--- config.mk ---
export PLATFORM = sky130hd
export DESIGN_NAME = idma_stream_id_tracker
export DESIGN_NICKNAME = d
export VERILOG_FILES = /design/src/rtl/idma_stream_tracker_pkg.sv /design/src/rtl/fifo_v3.sv /design/src/rtl/idma_stream_id_tracker.sv
export SDC_FILE = /design/constraint.sdc
export NUM_CORES = 1
export LEC_CHECK = 0
export BUFFER_PORTS_ARGS = -buffer_cell sky130_fd_sc_hd__buf_2
export CAP_MARGIN = 20
export CORE_ASPECT_RATIO = 1.75
export CORE_UTILIZATION = 30
export CTS_BUF_LIST = sky130_fd_sc_hd__clkbuf_16
export CTS_CLUSTER_DIAMETER = 30
export CTS_CLUSTER_SIZE = 20
export DETAILED_ROUTE_END_ITERATION = 10
export PLACE_DENSITY = 0.52
export SYNTH_ARGS = -nofsm -noshare
export SYNTH_HDL_FRONTEND = slang
export SYNTH_SLANG_ARGS = --single-unit
--- constraint.sdc ---
create_clock -name clk_i -period 3.4 [get_ports clk_i]
set_input_delay 0.17 -clock clk_i [delete_from_list [all_inputs] [get_ports clk_i]]
set_output_delay 0.17 -clock clk_i [all_outputs]
set_load 0.005 [all_outputs]
--- src/rtl/idma_stream_tracker_pkg.sv ---
// +----------------------------------------------------------------------------+
// | Module      : idma_stream_tracker_pkg                                      |
// | Description : Shared constants and helpers for the iDMA stream ID tracker. |
// | Revision    : 1.0 - initial release                                        |
// +----------------------------------------------------------------------------+
`timescale 1ns/1ps
`default_nettype none

package idma_stream_tracker_pkg;

    localparam int unsigned MaxNumStreams = 16;

    // A single stream still needs a 1-bit index so port widths never collapse to zero.
    function automatic int unsigned stream_id_width(input int unsigned num_streams);
        return (num_streams > 1) ? $clog2(num_streams) : 1;
    endfunction

endpackage

`default_nettype wire

--- src/rtl/fifo_v3.sv ---
// +----------------------------------------------------------------------------+
// | Module      : fifo_v3                                                      |
// | Description : Synchronous FIFO, optional fall-through, power-of-two depth. |
// | Revision    : 1.0 - initial release                                        |
// +----------------------------------------------------------------------------+
`timescale 1ns/1ps
`default_nettype none

module fifo_v3 #(
    parameter bit          FALL_THROUGH = 1'b0,
    parameter int unsigned DATA_WIDTH   = 32,
    parameter int unsigned DEPTH        = 8,
    parameter int unsigned ADDR_DEPTH   = (DEPTH > 1) ? $clog2(DEPTH) : 1
) (
    input  logic                  clk_i,
    input  logic                  rst_ni,
    input  logic                  flush_i,
    output logic                  full_o,
    output logic                  empty_o,
    input  logic [DATA_WIDTH-1:0] data_i,
    input  logic                  push_i,
    output logic [DATA_WIDTH-1:0] data_o,
    input  logic                  pop_i
);

    typedef logic [ADDR_DEPTH-1:0] ptr_t;
    typedef logic [ADDR_DEPTH:0]   cnt_t;

    ptr_t                  r_rd_ptr, r_wr_ptr;
    cnt_t                  r_count;
    logic [DATA_WIDTH-1:0] r_mem [DEPTH];
    logic                  w_push, w_pop;

    assign full_o = (r_count == cnt_t'(DEPTH));

    always_comb begin
        data_o  = r_mem[r_rd_ptr];
        empty_o = (r_count == '0);
        w_push  = push_i & ~full_o;
        w_pop   = pop_i & (r_count != '0);
        // Fall-through bypass: an empty FIFO presents the incoming word directly.
        if (FALL_THROUGH && (r_count == '0) && push_i) begin
            data_o  = data_i;
            empty_o = 1'b0;
            if (pop_i) begin
                w_push = 1'b0;
                w_pop  = 1'b0;
            end
        end
    end

    always_ff @(posedge clk_i or negedge rst_ni) begin
        if (!rst_ni) begin
            r_rd_ptr <= '0;
            r_wr_ptr <= '0;
            r_count  <= '0;
        end else if (flush_i) begin
            r_rd_ptr <= '0;
            r_wr_ptr <= '0;
            r_count  <= '0;
        end else begin
            if (w_push) r_wr_ptr <= r_wr_ptr + ptr_t'(1);
            if (w_pop)  r_rd_ptr <= r_rd_ptr + ptr_t'(1);
            if (w_push && !w_pop)      r_count <= r_count + cnt_t'(1);
            else if (!w_push && w_pop) r_count <= r_count - cnt_t'(1);
        end
    end

    always_ff @(posedge clk_i) begin
        if (w_push) r_mem[r_wr_ptr] <= data_i;
    end

endmodule

`default_nettype wire

--- src/rtl/idma_stream_id_tracker.sv ---
// +----------------------------------------------------------------------------+
// | Module      : idma_stream_id_tracker                                       |
// | Description : Per-stream transfer-ID bookkeeping between front-end and     |
// |               iDMA backend. Optional checks: IDMA_STREAM_TRACKER_CHECK_EN. |
// | Revision    : 1.0 - initial release                                        |
// +----------------------------------------------------------------------------+
`timescale 1ns/1ps
`default_nettype none

module idma_stream_id_tracker
    import idma_stream_tracker_pkg::*;
#(
    parameter int unsigned NumStreams     = 1,
    parameter int unsigned IdCounterWidth = 32,
    parameter int unsigned FifoDepth      = 8,
    parameter int unsigned StreamWidth    = stream_id_width(NumStreams),
    parameter type         dma_req_t      = logic,
    parameter type         stream_t       = logic [StreamWidth-1:0],
    parameter type         cnt_width_t    = logic [IdCounterWidth-1:0]
) (
    input  logic                                 clk_i,
    input  logic                                 rst_ni,
    input  dma_req_t                             req_i,
    input  logic                                 req_valid_i,
    output logic                                 req_ready_o,
    input  logic [StreamWidth-1:0]               stream_idx_i,
    output logic [IdCounterWidth-1:0]            next_id_o,
    output dma_req_t                             be_req_o,
    output logic                                 be_valid_o,
    input  logic                                 be_ready_i,
    input  logic                                 be_done_i,
    output logic [NumStreams*IdCounterWidth-1:0] done_id_o,
    output logic [NumStreams*IdCounterWidth-1:0] stream_next_id_o,
    output logic [NumStreams-1:0]                busy_o,
    output logic                                 error_o
);

    localparam int unsigned c_OUT_WIDTH = $clog2(FifoDepth + 1);
    typedef logic [c_OUT_WIDTH-1:0] out_cnt_t;

    logic                  w_full, w_empty, w_accept, w_pop, w_in_range;
    stream_t               w_stream_sel, w_head;
    logic [NumStreams-1:0] w_inc, w_dec;
    cnt_width_t            r_next_id     [NumStreams];
    cnt_width_t            r_done_id     [NumStreams];
    out_cnt_t              r_outstanding [NumStreams];

    assign be_req_o    = req_i;
    assign be_valid_o  = req_valid_i & ~w_full;
    assign req_ready_o = be_ready_i & ~w_full;
    assign w_accept    = req_valid_i & req_ready_o;
    assign w_pop       = be_done_i & ~w_empty;

    // Out-of-range indices are folded onto stream 0 before they reach the FIFO.
    assign w_in_range   = (32'(stream_idx_i) < NumStreams);
    assign w_stream_sel = w_in_range ? stream_idx_i : stream_t'(0);
    assign next_id_o    = r_next_id[w_stream_sel];

    fifo_v3 #(
        .FALL_THROUGH (1'b0),
        .DATA_WIDTH   (StreamWidth),
        .DEPTH        (FifoDepth)
    ) i_issue_fifo (
        .clk_i   (clk_i),
        .rst_ni  (rst_ni),
        .flush_i (1'b0),
        .full_o  (w_full),
        .empty_o (w_empty),
        .data_i  (w_stream_sel),
        .push_i  (w_accept),
        .data_o  (w_head),
        .pop_i   (w_pop)
    );

    always_comb begin
        w_inc = '0;
        w_dec = '0;
        for (int unsigned s = 0; s < NumStreams; s++) begin
            w_inc[s] = w_accept && (w_stream_sel == stream_t'(s));
            w_dec[s] = w_pop && (w_head == stream_t'(s));
        end
    end

    always_ff @(posedge clk_i or negedge rst_ni) begin
        if (!rst_ni) begin
            for (int unsigned s = 0; s < NumStreams; s++) begin
                r_next_id[s]     <= cnt_width_t'(1);
                r_done_id[s]     <= '0;
                r_outstanding[s] <= '0;
            end
        end else begin
            for (int unsigned s = 0; s < NumStreams; s++) begin
                if (w_inc[s]) r_next_id[s] <= r_next_id[s] + cnt_width_t'(1);
                if (w_dec[s]) r_done_id[s] <= r_done_id[s] + cnt_width_t'(1);
                if (w_inc[s] && !w_dec[s])      r_outstanding[s] <= r_outstanding[s] + out_cnt_t'(1);
                else if (!w_inc[s] && w_dec[s]) r_outstanding[s] <= r_outstanding[s] - out_cnt_t'(1);
            end
        end
    end

    always_comb begin
        done_id_o        = '0;
        stream_next_id_o = '0;
        busy_o           = '0;
        for (int unsigned s = 0; s < NumStreams; s++) begin
            done_id_o[s*IdCounterWidth +: IdCounterWidth]        = r_done_id[s];
            stream_next_id_o[s*IdCounterWidth +: IdCounterWidth] = r_next_id[s];
            busy_o[s]                                            = (r_outstanding[s] != '0);
        end
    end

`ifdef IDMA_STREAM_TRACKER_CHECK_EN
    logic r_error;

    always_ff @(posedge clk_i or negedge rst_ni) begin
        if (!rst_ni) r_error <= 1'b0;
        else         r_error <= r_error | (be_done_i & w_empty) | (w_accept & ~w_in_range);
    end

    assign error_o = r_error;

    a_done_on_empty : assert property (@(posedge clk_i) disable iff (!rst_ni)
        !(be_done_i && w_empty))
        else $warning("be_done_i with no outstanding transfer");
    a_stream_range : assert property (@(posedge clk_i) disable iff (!rst_ni)
        !(w_accept && !w_in_range))
        else $warning("stream_idx_i out of range on accept");
    a_req_stable : assert property (@(posedge clk_i) disable iff (!rst_ni)
        (req_valid_i && !req_ready_o) |=> (!req_valid_i || $stable(req_i)))
        else $warning("req_i changed while waiting for ready");
`else
    assign error_o = 1'b0;
`endif

endmodule

`default_nettype wire

==> impl_metrics.yaml, run 1 <==
status:
  outcome: "completed"
detailed_routing:
  maxUsedRoutingLayer: "met4"
  dr.pass1.iters: 4
  dr_total_vias: 2615
  wirelength_met1_mm: 3.02
  drtAntennaViolNets: 0
  met2WireLength_mm: 4.14
  detail_routed_net_length_per_standard_cell_um: 13.7
  met3_wl_um: 323
  post-route-drc-count: 0
  routed_wl_mm: 7.61
  drt_first_iter_violations: 83
  drt-vias-per-instance: 4.70
pwr:
  max-vdd-ir-drop_v: 0.000294
  power_density_nw_per_um2: 590
  netSwitchingFraction_pct: 29.0
  power.combinational.fraction_pct: 20.9
  p_seq_share_pct: 44.9
  internal_power_mw: 1.82
  power_switching_mw: 0.745
  total_power_mw: 2.57
  power_leakage_nw: 2.24
  power.share.clock_pct: 34.2
logic_synthesis:
  yosys.cell_count.top_type: "dfrtp_1"
  most_instantiated_flip_flop_cell_in_the_synthesis_netlist: "dfrtp_1"
  synthMuxAreaShare_pct: 0.932
  synth-edff-count: 0
  average_cell_area_after_synthesis_um2: 10.8
  synthAdderAreaFrac_pct: 3.87
  synth_simple_gate_area_share_pct: 19.3
  synthCells: 337
  synthesized_cell_area_um2: 3620
  yosys-top-cells-count: "dfrtp_1, xnor2_1, nand2_1"
  area_fraction_in_compound_gates_after_synthesis_pct: 1.31
  synth_top_family_by_area: "simple AND/OR/NAND/NOR gates"
  ys_seq_area_share_pct: 49.8
  ys_ff_latch: 72
  yosysWarningCount: 0
  synthesis.nets: 354
  synthXorXnorAreaFrac_pct: 16.9
  post-synth-top-area-cell: "dfrtp_1"
  synthDistinctLibCells: 34
  synth_top_cells_by_area: "dfrtp_1, xnor2_1, buf_4"
  synthDominantCellAreaShare_pct: 49.0
  synthArstFlopShare_pct: 100
setup_path:
  required_ns: 3.61
  worstSetupPathType: "flop to flop"
  r2r-start: "i_issue_fifo.r_count[0]"
  cpPeakStageDelay_ns: 0.59
  worstSetupStartpoint: "i_issue_fifo.r_count[0]"
  r2r_slack_ns: 0.83
  crit_path_start_kind: "flop"
  crit_chain: "o41a_2, inv_2, ha_1, inv_1, ha_1, a21o_1, a21oi_1, xnor2_1, nor2_1, xor2_1"
  worst-path-max-fanout: 7
  worst_setup_path_end_kind: "flop"
  worstPathArrival_ns: 2.78
  worstReg2RegEnd: "r_outstanding[3]"
  worst_setup_path_endpoint: "r_outstanding[3]"
  r2r_cells: 10
  worst_path_most_repeated_cell: "ha_1"
  worst_path_max_delay_cell: "o41a_2"
timing:
  setup_viol_count_final: 0
  maxClockFrequency_ghz: 0.389
  final-max-slew-violation-count: 0
  grt_setup_unrepaired: "false"
  fin_setup_tns_ns: 0
  timing.slew.headroom_pct: 52.1
  post-route-period-util_pct: 75.6
  finalCriticalPeriod_ns: 2.57
  worst-slew-pin-transition_ns: 0.719
  hold_violations: 0
  worst_clock_skew_ns: 0.00622
floorplan:
  core_area_um2: 11600
  floorplan.die_area_um2: 12500
  dieHeight_um: 147
  num_io_pins: 108
  num_rows: 52
  die_width_um: 85.1
  initial_utilization_pct: 31.1
grt:
  grt_max_degree: 44
  grt_pass1_vias: 2611
  grt_antenna_before_repair: 0
  global_route_usage_over_all_layers_pct: 13.1
  overflow: 0
  grt_first_pass_wirelength_mm: 12.7
clocking:
  cts_post_setup_buffers_inserted: 0
  cts_made_buffers: 9
  clockRootBuffer: "clkbuf_16"
  htree_num_levels: 3
  cts_resized: 0
  tritoncts: "built"
  clkSlewWorstSetupHoldPaths_ns: 0.05
  clk-insertion-delay-late_ns: 0.33
  cts_sinks: 72
  cts.path.max_buffers: 2
  cts_hold_buf: 1
finish:
  fillCellCount: 1154
  layout.cells.non_filler: 556
  design.final.nets: 435
  final_util_pct: 37.4
  area.growth.synth_to_final_pct: 20.1
  share_of_layout_cells_above_drive_strength_1_pct: 29.7
  num_antenna_cells: 0
placed_design:
  hpwlAfterDp_mm: 5.71
  placed_cells: 541
  gp_congestion: 0.783
  port-buffer-count: 103
hold_path:
  hp-start: "be_done_i"
  min_path_type: "input port to flop"
  min_path_cells: 4
job:
  cap_viol_max_count: 0
-- per-layer routing --
layer  GRT usage, %  vias to the layer above
li1               -                     1260
met1           14.3                     1277
met2           23.4                       72
met3           3.69                        6
met4           5.59                        0
met5              0                        -
-- placed cells by master, fill, tap and decap left out, drive strengths merged, types with 3 or more instances in the layout --
cell	instances
buf	105
xnor2	51
xor2	19
and4	3
nor3	7
nand3	28
mux2	3
dfrtp	71
clkbuf	9
and3	10
inv	9
ha	8
and2	4
nor2	20
nor4	4
nand2	35
nand4	15
-- layout make-up --
| class | count | area (um^2) | share of cell area [%] |
|---|---|---|---|
| Sequential cell | 72 | 1800 | 41.4 |
| Multi-Input combinational cell | 224 | 1540 | 35.4 |
| Timing Repair Buffer | 106 | 553 | 12.7 |
| Clock buffer | 9 | 225 | 5.17 |
| Tap cell | 135 | 169 | 3.88 |
| Clock inverter | 5 | 45.0 | 1.03 |
| Inverter | 5 | 18.8 | 0.431 |
-- power by group through the flow --
stage / Combinational [mW] / Clock (mW) / Sequential, mW
2_1_floorplan: 0.389 / 0 / 1.14
3_3_place_gp: 0.540 / 0 / 1.17
3_5_place_dp: 0.555 / 0 / 1.17
4_1_cts: 0.555 / 0.905 / 1.16
5_1_grt: 0.618 / 0.943 / 1.19
6_report: 0.537 / 0.878 / 1.15
-- per-stage QoR --
| step | instance area (um^2) | hold slack, ns | setup WS, ns |
|---|---|---|---|
| floorplan | 3620 | -0.126 | 0.978 |
| global placement | 4070 | 0.267 | 0.842 |
| detailed placement | 4070 | 0.271 | 0.798 |
| CTS | 4350 | 0.252 | 0.809 |
| global route | 4350 | 0.276 | 0.683 |
| finish | 4350 | 0.257 | 0.830 |
-- worst min path at each step --
stage                     slack (ns)                    to
after floorplan                -0.13          done_id_o[0]
after global placement          0.27  stream_next_id_o[16]
after detailed placement        0.27  stream_next_id_o[16]
after CTS                       0.25          done_id_o[1]
after global routing            0.28          done_id_o[1]
final                           0.26          done_id_o[1]
-- registers in the layout, summed over array words and instances (netlist names) --
name                  count
done_id_o                32
stream_next_id_o         32
i_issue_fifo.r_count      4
r_outstanding             4
-- logic make-up after synthesis --
logic type      after synthesis
compound gates                7
simple gates                133
other cells                   1
buf+inv                      41
xor+xnor                     70
flops                        72
mux                           3
fa+ha+maj                    10
-- worst max-delay path, delay by kind of cell, from the launching register on --
family / cells / cell delay [ns]
simple gates: 1 / 0.06
xor+xnor: 2 / 0.27
fa+ha+maj: 2 / 0.49
compound gates: 3 / 0.93
buf+inv: 2 / 0.25
flops: 1 / 0.45
(Power assumes the default switching activity.)
==> inputs of run 2 (changes only) <==
--- a/config.mk
+++ b/config.mk
@@ -13,7 +13,7 @@
 export CTS_CLUSTER_DIAMETER = 30
 export CTS_CLUSTER_SIZE = 20
 export DETAILED_ROUTE_END_ITERATION = 10
-export PLACE_DENSITY = 0.52
+export PLACE_DENSITY = 0.54
 export SYNTH_ARGS = -nofsm -noshare
 export SYNTH_HDL_FRONTEND = slang
 export SYNTH_SLANG_ARGS = --single-unit
==> constraint.sdc (replaced) <==
create_clock -name clk_i -period 2.3 [get_ports clk_i]
set_input_delay 0.115 -clock clk_i [delete_from_list [all_inputs] [get_ports clk_i]]
set_output_delay 0.115 -clock clk_i [all_outputs]
set_load 0.005 [all_outputs]
==> run 2 against run 1 <==
Compared with the run above: critical endpoint is now i_issue_fifo.r_count[3]; highest routed layer unchanged; first-iteration DRC count shrank 22%; register-to-register slack lost 0.74 ns; worst hold slack worse by 0.027 ns.
==> impl_metrics.yaml, run 2 (same netlist as run 1, synthesis figures left out) <==
floorplan:
  core_area_um2: 11600
  die_width_um: 85.1
  num_rows: 52
  dieHeight_um: 147
  floorplan.die_area_um2: 12500
  num_io_pins: 108
  initial_utilization_pct: 31.1
detailed_routing:
  detail_routed_net_length_per_standard_cell_um: 13.6
  post-route-drc-count: 0
  drtAntennaViolNets: 0
  routed_wl_mm: 7.74
  dr.pass1.iters: 4
  dr_total_vias: 2669
  drt-vias-per-instance: 4.71
  drt_first_iter_violations: 65
timing:
  post-route-period-util_pct: 96.2
  finalCriticalPeriod_ns: 2.21
  setup_viol_count_final: 0
  timing.slew.headroom_pct: 54.9
  worst-slew-pin-transition_ns: 0.677
  grt_setup_unrepaired: "true"
  final-max-slew-violation-count: 0
  worst_clock_skew_ns: 0.00699
  hold_violations: 0
  maxClockFrequency_ghz: 0.452
  fin_setup_tns_ns: 0
  timing.hold.ws_ns: 0.230
pwr:
  max-vdd-ir-drop_v: 0.000556
  power_leakage_nw: 2.32
  total_power_mw: 4.24
  power_density_nw_per_um2: 931
grt:
  grt_first_pass_wirelength_mm: 13.1
  gr-max-usage-layer: "met2"
  global_route_usage_over_all_layers_pct: 13.4
  gr-usage-met2_pct: 23.8
  grt_pass1_vias: 2628
  grt_antenna_before_repair: 0
  gr-usage-met1_pct: 15.2
  grt_max_degree: 46
  global_route.usage.met3_pct: 2.85
  overflow: 0
setup_path:
  worst_setup_path_end_kind: "flop"
  worstSetupPathType: "flop to flop"
  required_ns: 2.51
  crit_path_start_kind: "flop"
  worstPathArrival_ns: 2.43
  worst-path-max-fanout: 4
finish:
  share_of_layout_cells_above_drive_strength_1_pct: 33.6
  mostFrequentLayoutCell: "buf_2"
  design.final.nets: 444
  num_antenna_cells: 0
  mostFrequentLayoutCells: "buf_2, dfrtp_1, xnor2_1"
  final_design_area_no_fill_um2: 4550
  area.growth.synth_to_final_pct: 25.7
  fillCellCount: 1130
clocking:
  cts.path.max_buffers: 2
  cts_made_buffers: 9
  clkSlewWorstSetupHoldPaths_ns: 0.06
  htree_num_levels: 3
  tritoncts: "built"
  clockRootBuffer: "clkbuf_16"
  clk-insertion-delay-late_ns: 0.33
  cts_sinks: 72
status:
  outcome: "completed"
placed_design:
  gp_congestion: 0.774
  hpwlAfterDp_mm: 5.88
  port-buffer-count: 103
  placed_area_um2: 4170
job:
  cap_viol_max_count: 0
hold_path:
  min_path_type: "input port to output port"
run 2: cell count changes in the layout (fill, tap and decap cells not counted), moves of 2 or more:
cell,delta
a21oi_2,+2
ha_1,-3
a21oi_1,-2
ha_4,+3
inv_1,-4
buf_4,+9
bufinv_16,+2
run 2: metal layers:
| layer | wire [um] | part of all wire, % | vias up |
|---|---|---|---|
| met5 | 0 | 0 | - |
| met4 | 145 | 1.9 | 0 |
| met3 | 330 | 4.3 | 9 |
| met2 | 4190 | 54 | 80 |
| met1 | 3070 | 40 | 1298 |
| li1 | - | - | 1282 |
run 2: worst max-delay path, cell delays in order, from the launching register on:
cell and delay (ns):
dfrtp_2 0.44, o41a_4 0.49, inv_4 0.09, ha_4 0.15
inv_2 0.05, ha_1 0.27, a21o_1 0.16, a21oi_2 0.12
xnor2_1 0.12, nor2_1 0.06, xor2_1 0.15
run 2: through the flow:
stage	util (%)	worst slack, ns	cells
finish	39.1	0.0870	567
global route	39.1	-0.0173	567
CTS	38.8	0.00374	567
detailed placement	35.8	-0.0105	549
global placement	35.8	0.0280	549
floorplan	-	-0.000405	337
run 2: path summary, 6_finish.rpt:
| path | start | end | slack (ns) | cells past startpoint |
|---|---|---|---|---|
| max | i_issue_fifo.r_count[0] | i_issue_fifo.r_count[3] | 0.09 | 10 |
| min | req_i | be_req_o | 0.23 | 0 |
| max reg2reg | i_issue_fifo.r_count[0] | i_issue_fifo.r_count[3] | 0.09 | 10 |
| min reg2reg | done_id_o[31] | done_id_o[31] | 0.47 | 1 |
| max in group asynchronous | rst_ni | done_id_o[11] | 1.27 | 3 |
| min in group asynchronous | rst_ni | stream_next_id_o[24] | 0.35 | 2 |
run 2: where the power goes:
group          internal [mW]  switching [mW]  total, mW
clock network           1.05           0.525       1.58
logic                  0.528           0.423      0.951
registers               1.46           0.256       1.71
total                   3.04            1.20       4.24
run 2: layout make-up:
| class | count | area, um^2 | area share [%] |
|---|---|---|---|
| timing repair buffer | 115 | 621 | 13.6 |
| clock buffer | 9 | 225 | 4.95 |
| tap | 135 | 169 | 3.71 |
| sequential | 72 | 1800 | 39.6 |
| multi-input combinational | 224 | 1600 | 35.2 |
| clock inverter | 7 | 111 | 2.45 |
| inverter | 5 | 21.3 | 0.467 |
run 2: repair_timing:
action | 4_1_cts | 5_1_grt
gates cloned | 0 | 0
hold buffers | 1 | 0
setup buffers | 1 | 0
resized for setup | 0 | 4
hold endpoints to repair | 26 | 0
pin swaps | 0 | 3
setup endpoints to repair | 2 | 2
==> inputs of run 3 (changes only) <==
--- a/config.mk
+++ b/config.mk
@@ -14,6 +14,8 @@
 export CTS_CLUSTER_SIZE = 20
 export DETAILED_ROUTE_END_ITERATION = 10
 export PLACE_DENSITY = 0.54
+export RECOVER_POWER = 25
+export SETUP_SLACK_MARGIN = 0.5
 export SYNTH_ARGS = -nofsm -noshare
 export SYNTH_HDL_FRONTEND = slang
 export SYNTH_SLANG_ARGS = --single-unit
==> run 3 against run 2 <==
Compared with the run above: clock power is 23% lower; worst hold slack did not move; register-to-register slack improved by 0.05 ns; combinational power increased by 21%; via count up 2.3%; cell count rose by 2.6%; critical endpoint unchanged.
==> impl_metrics.yaml, run 3 (same netlist as run 1, synthesis figures left out) <==
status:
  outcome: "completed"
clocking:
  clockRootBuffer: "clkbuf_16"
  cts_sinks: 72
  cts_made_buffers: 9
  tritoncts: "built"
  clkSlewWorstSetupHoldPaths_ns: 0.05
  cts.path.max_buffers: 2
  clk-insertion-delay-late_ns: 0.33
  htree_num_levels: 3
finish:
  mostFrequentLayoutCells: "buf_2, dfrtp_1, xnor2_1"
  share_of_layout_cells_above_drive_strength_1_pct: 42.5
  mostFrequentLayoutCell: "buf_2"
  fillCellCount: 1166
  layout.cells.non_filler: 582
  register_area_um2: 1810
  area.growth.synth_to_final_pct: 30.8
  final_design_area_no_fill_um2: 4740
  num_antenna_cells: 0
  design.final.nets: 460
  multi_input_comb_area_um2: 1740
detailed_routing:
  drtAntennaViolNets: 0
  dr_total_vias: 2730
  post-route-drc-count: 0
  dr.pass1.iters: 4
  detail_routed_net_length_per_standard_cell_um: 13.6
  drt_first_iter_violations: 58
  routed_wl_mm: 7.90
  drt-vias-per-instance: 4.69
grt:
  grt_antenna_before_repair: 0
  grt_pass1_vias: 2661
  overflow: 0
  grt_first_pass_wirelength_mm: 13.0
  global_route_usage_over_all_layers_pct: 13.3
  grt_max_degree: 38
setup_path:
  r2r-start: "i_issue_fifo.r_count[1]"
  crit_path_start_kind: "flop"
  r2r_slack_ns: 0.13
  r2r_cells: 10
  required_ns: 2.51
  worstReg2RegEnd: "i_issue_fifo.r_count[3]"
  worst_setup_path_end_kind: "flop"
  worst-path-max-fanout: 4
  worstPathArrival_ns: 2.37
  worstSetupPathType: "flop to flop"
placed_design:
  placed_area_um2: 4190
  hpwlAfterDp_mm: 5.73
  gp_congestion: 0.740
  placed_cells: 545
  port-buffer-count: 103
timing:
  grt_setup_unrepaired: "true"
  setup_viol_count_final: 0
  fin_setup_tns_ns: 0
  maxClockFrequency_ghz: 0.461
  timing.hold.ws_ns: 0.230
  post-route-period-util_pct: 94.3
  final-max-slew-violation-count: 0
  timing.slew.headroom_pct: 38.3
  worst-slew-pin-transition_ns: 0.925
  finalCriticalPeriod_ns: 2.17
  hold_violations: 0
  worst_clock_skew_ns: 0.00602
floorplan:
  dieHeight_um: 147
  num_io_pins: 108
  initial_utilization_pct: 31.1
  floorplan.die_area_um2: 12500
  die_width_um: 85.1
  core_area_um2: 11600
  num_rows: 52
hold_path:
  worstHoldEndpoint: "be_req_o"
  hp-start: "req_i"
  min_path_cells: 0
  min_path_type: "input port to output port"
pwr:
  total_power_mw: 4.07
  max-vdd-ir-drop_v: 0.000417
  power_density_nw_per_um2: 859
  power_leakage_nw: 2.42
job:
  cap_viol_max_count: 0
[run 3: cell types whose count changed in the layout (fill, tap and decap cells not counted), moves of 4 or more]
| cell | delta |
|---|---|
| buf_4 | +12 |
| xnor2_2 | +4 |
| xnor2_1 | -4 |
| nand2_1 | -7 |
| nor2_2 | +4 |
| nor2_1 | -4 |
| nand2_2 | +5 |
[run 3: metal layers]
metal	GRT usage [%]	up-vias	wire, um
met3	3.63	12	387
met5	0	-	0
met4	5.34	0	132
li1	-	1309	-
met1	15.7	1333	3280
met2	22.7	76	4100
[run 3: repair_timing]
item                                    4_1_cts  5_1_grt
buffers inserted                              9       12
cloned                                        0        0
hold endpoints to repair                     12        0
gates resized for setup                      11       28
pin swaps                                    11       14
endpoints found under the setup margin       28       39
hold buffers                                  1        0
[run 3: cell type report]
cell class	instances	share of cell area (%)
timing repair buffer	131	15.5
clock inverter	6	0.634
tap	135	3.56
sequential	72	38.1
multi-input combinational	224	36.8
inverter	5	0.660
clock buffer	9	4.75
[run 3: power breakdown]
| group | total (mW) | switching (mW) | internal, mW |
|---|---|---|---|
| registers | 1.71 | 0.251 | 1.46 |
| logic | 1.15 | 0.499 | 0.650 |
| clock network | 1.21 | 0.501 | 0.709 |
[run 3: critical path, cell delays in order (launching register included)]
cell     delay, ns
dfrtp_2       0.44
o41a_4        0.51
inv_8         0.08
ha_4          0.14
inv_4         0.04
ha_4          0.20
a21o_1        0.16
a21oi_2       0.14
xnor2_1       0.13
nor2_1        0.07
xor2_1        0.14
[run 3: worst max-delay path by stage]
stage	startpoint	end	slack (ns)
floorplan	i_issue_fifo.r_count[0]	i_issue_fifo.r_count[3]	0.13
global placement	i_issue_fifo.r_count[0]	i_issue_fifo.r_count[3]	0.07
detailed placement	i_issue_fifo.r_count[2]	r_outstanding[3]	0.04
CTS	i_issue_fifo.r_count[1]	i_issue_fifo.r_count[3]	0.14
global route	i_issue_fifo.r_count[1]	i_issue_fifo.r_count[3]	0.03
finish	i_issue_fifo.r_count[1]	i_issue_fifo.r_count[3]	0.13
[run 3: metrics by stage]
stage | utilization, % | setup WS [ns]
after floorplan | - | 0.126
after global placement | 36.0 | 0.0690
after detailed placement | 36.0 | 0.0404
after CTS | 39.1 | 0.140
after global routing | 40.7 | 0.0277
final | 40.7 | 0.132
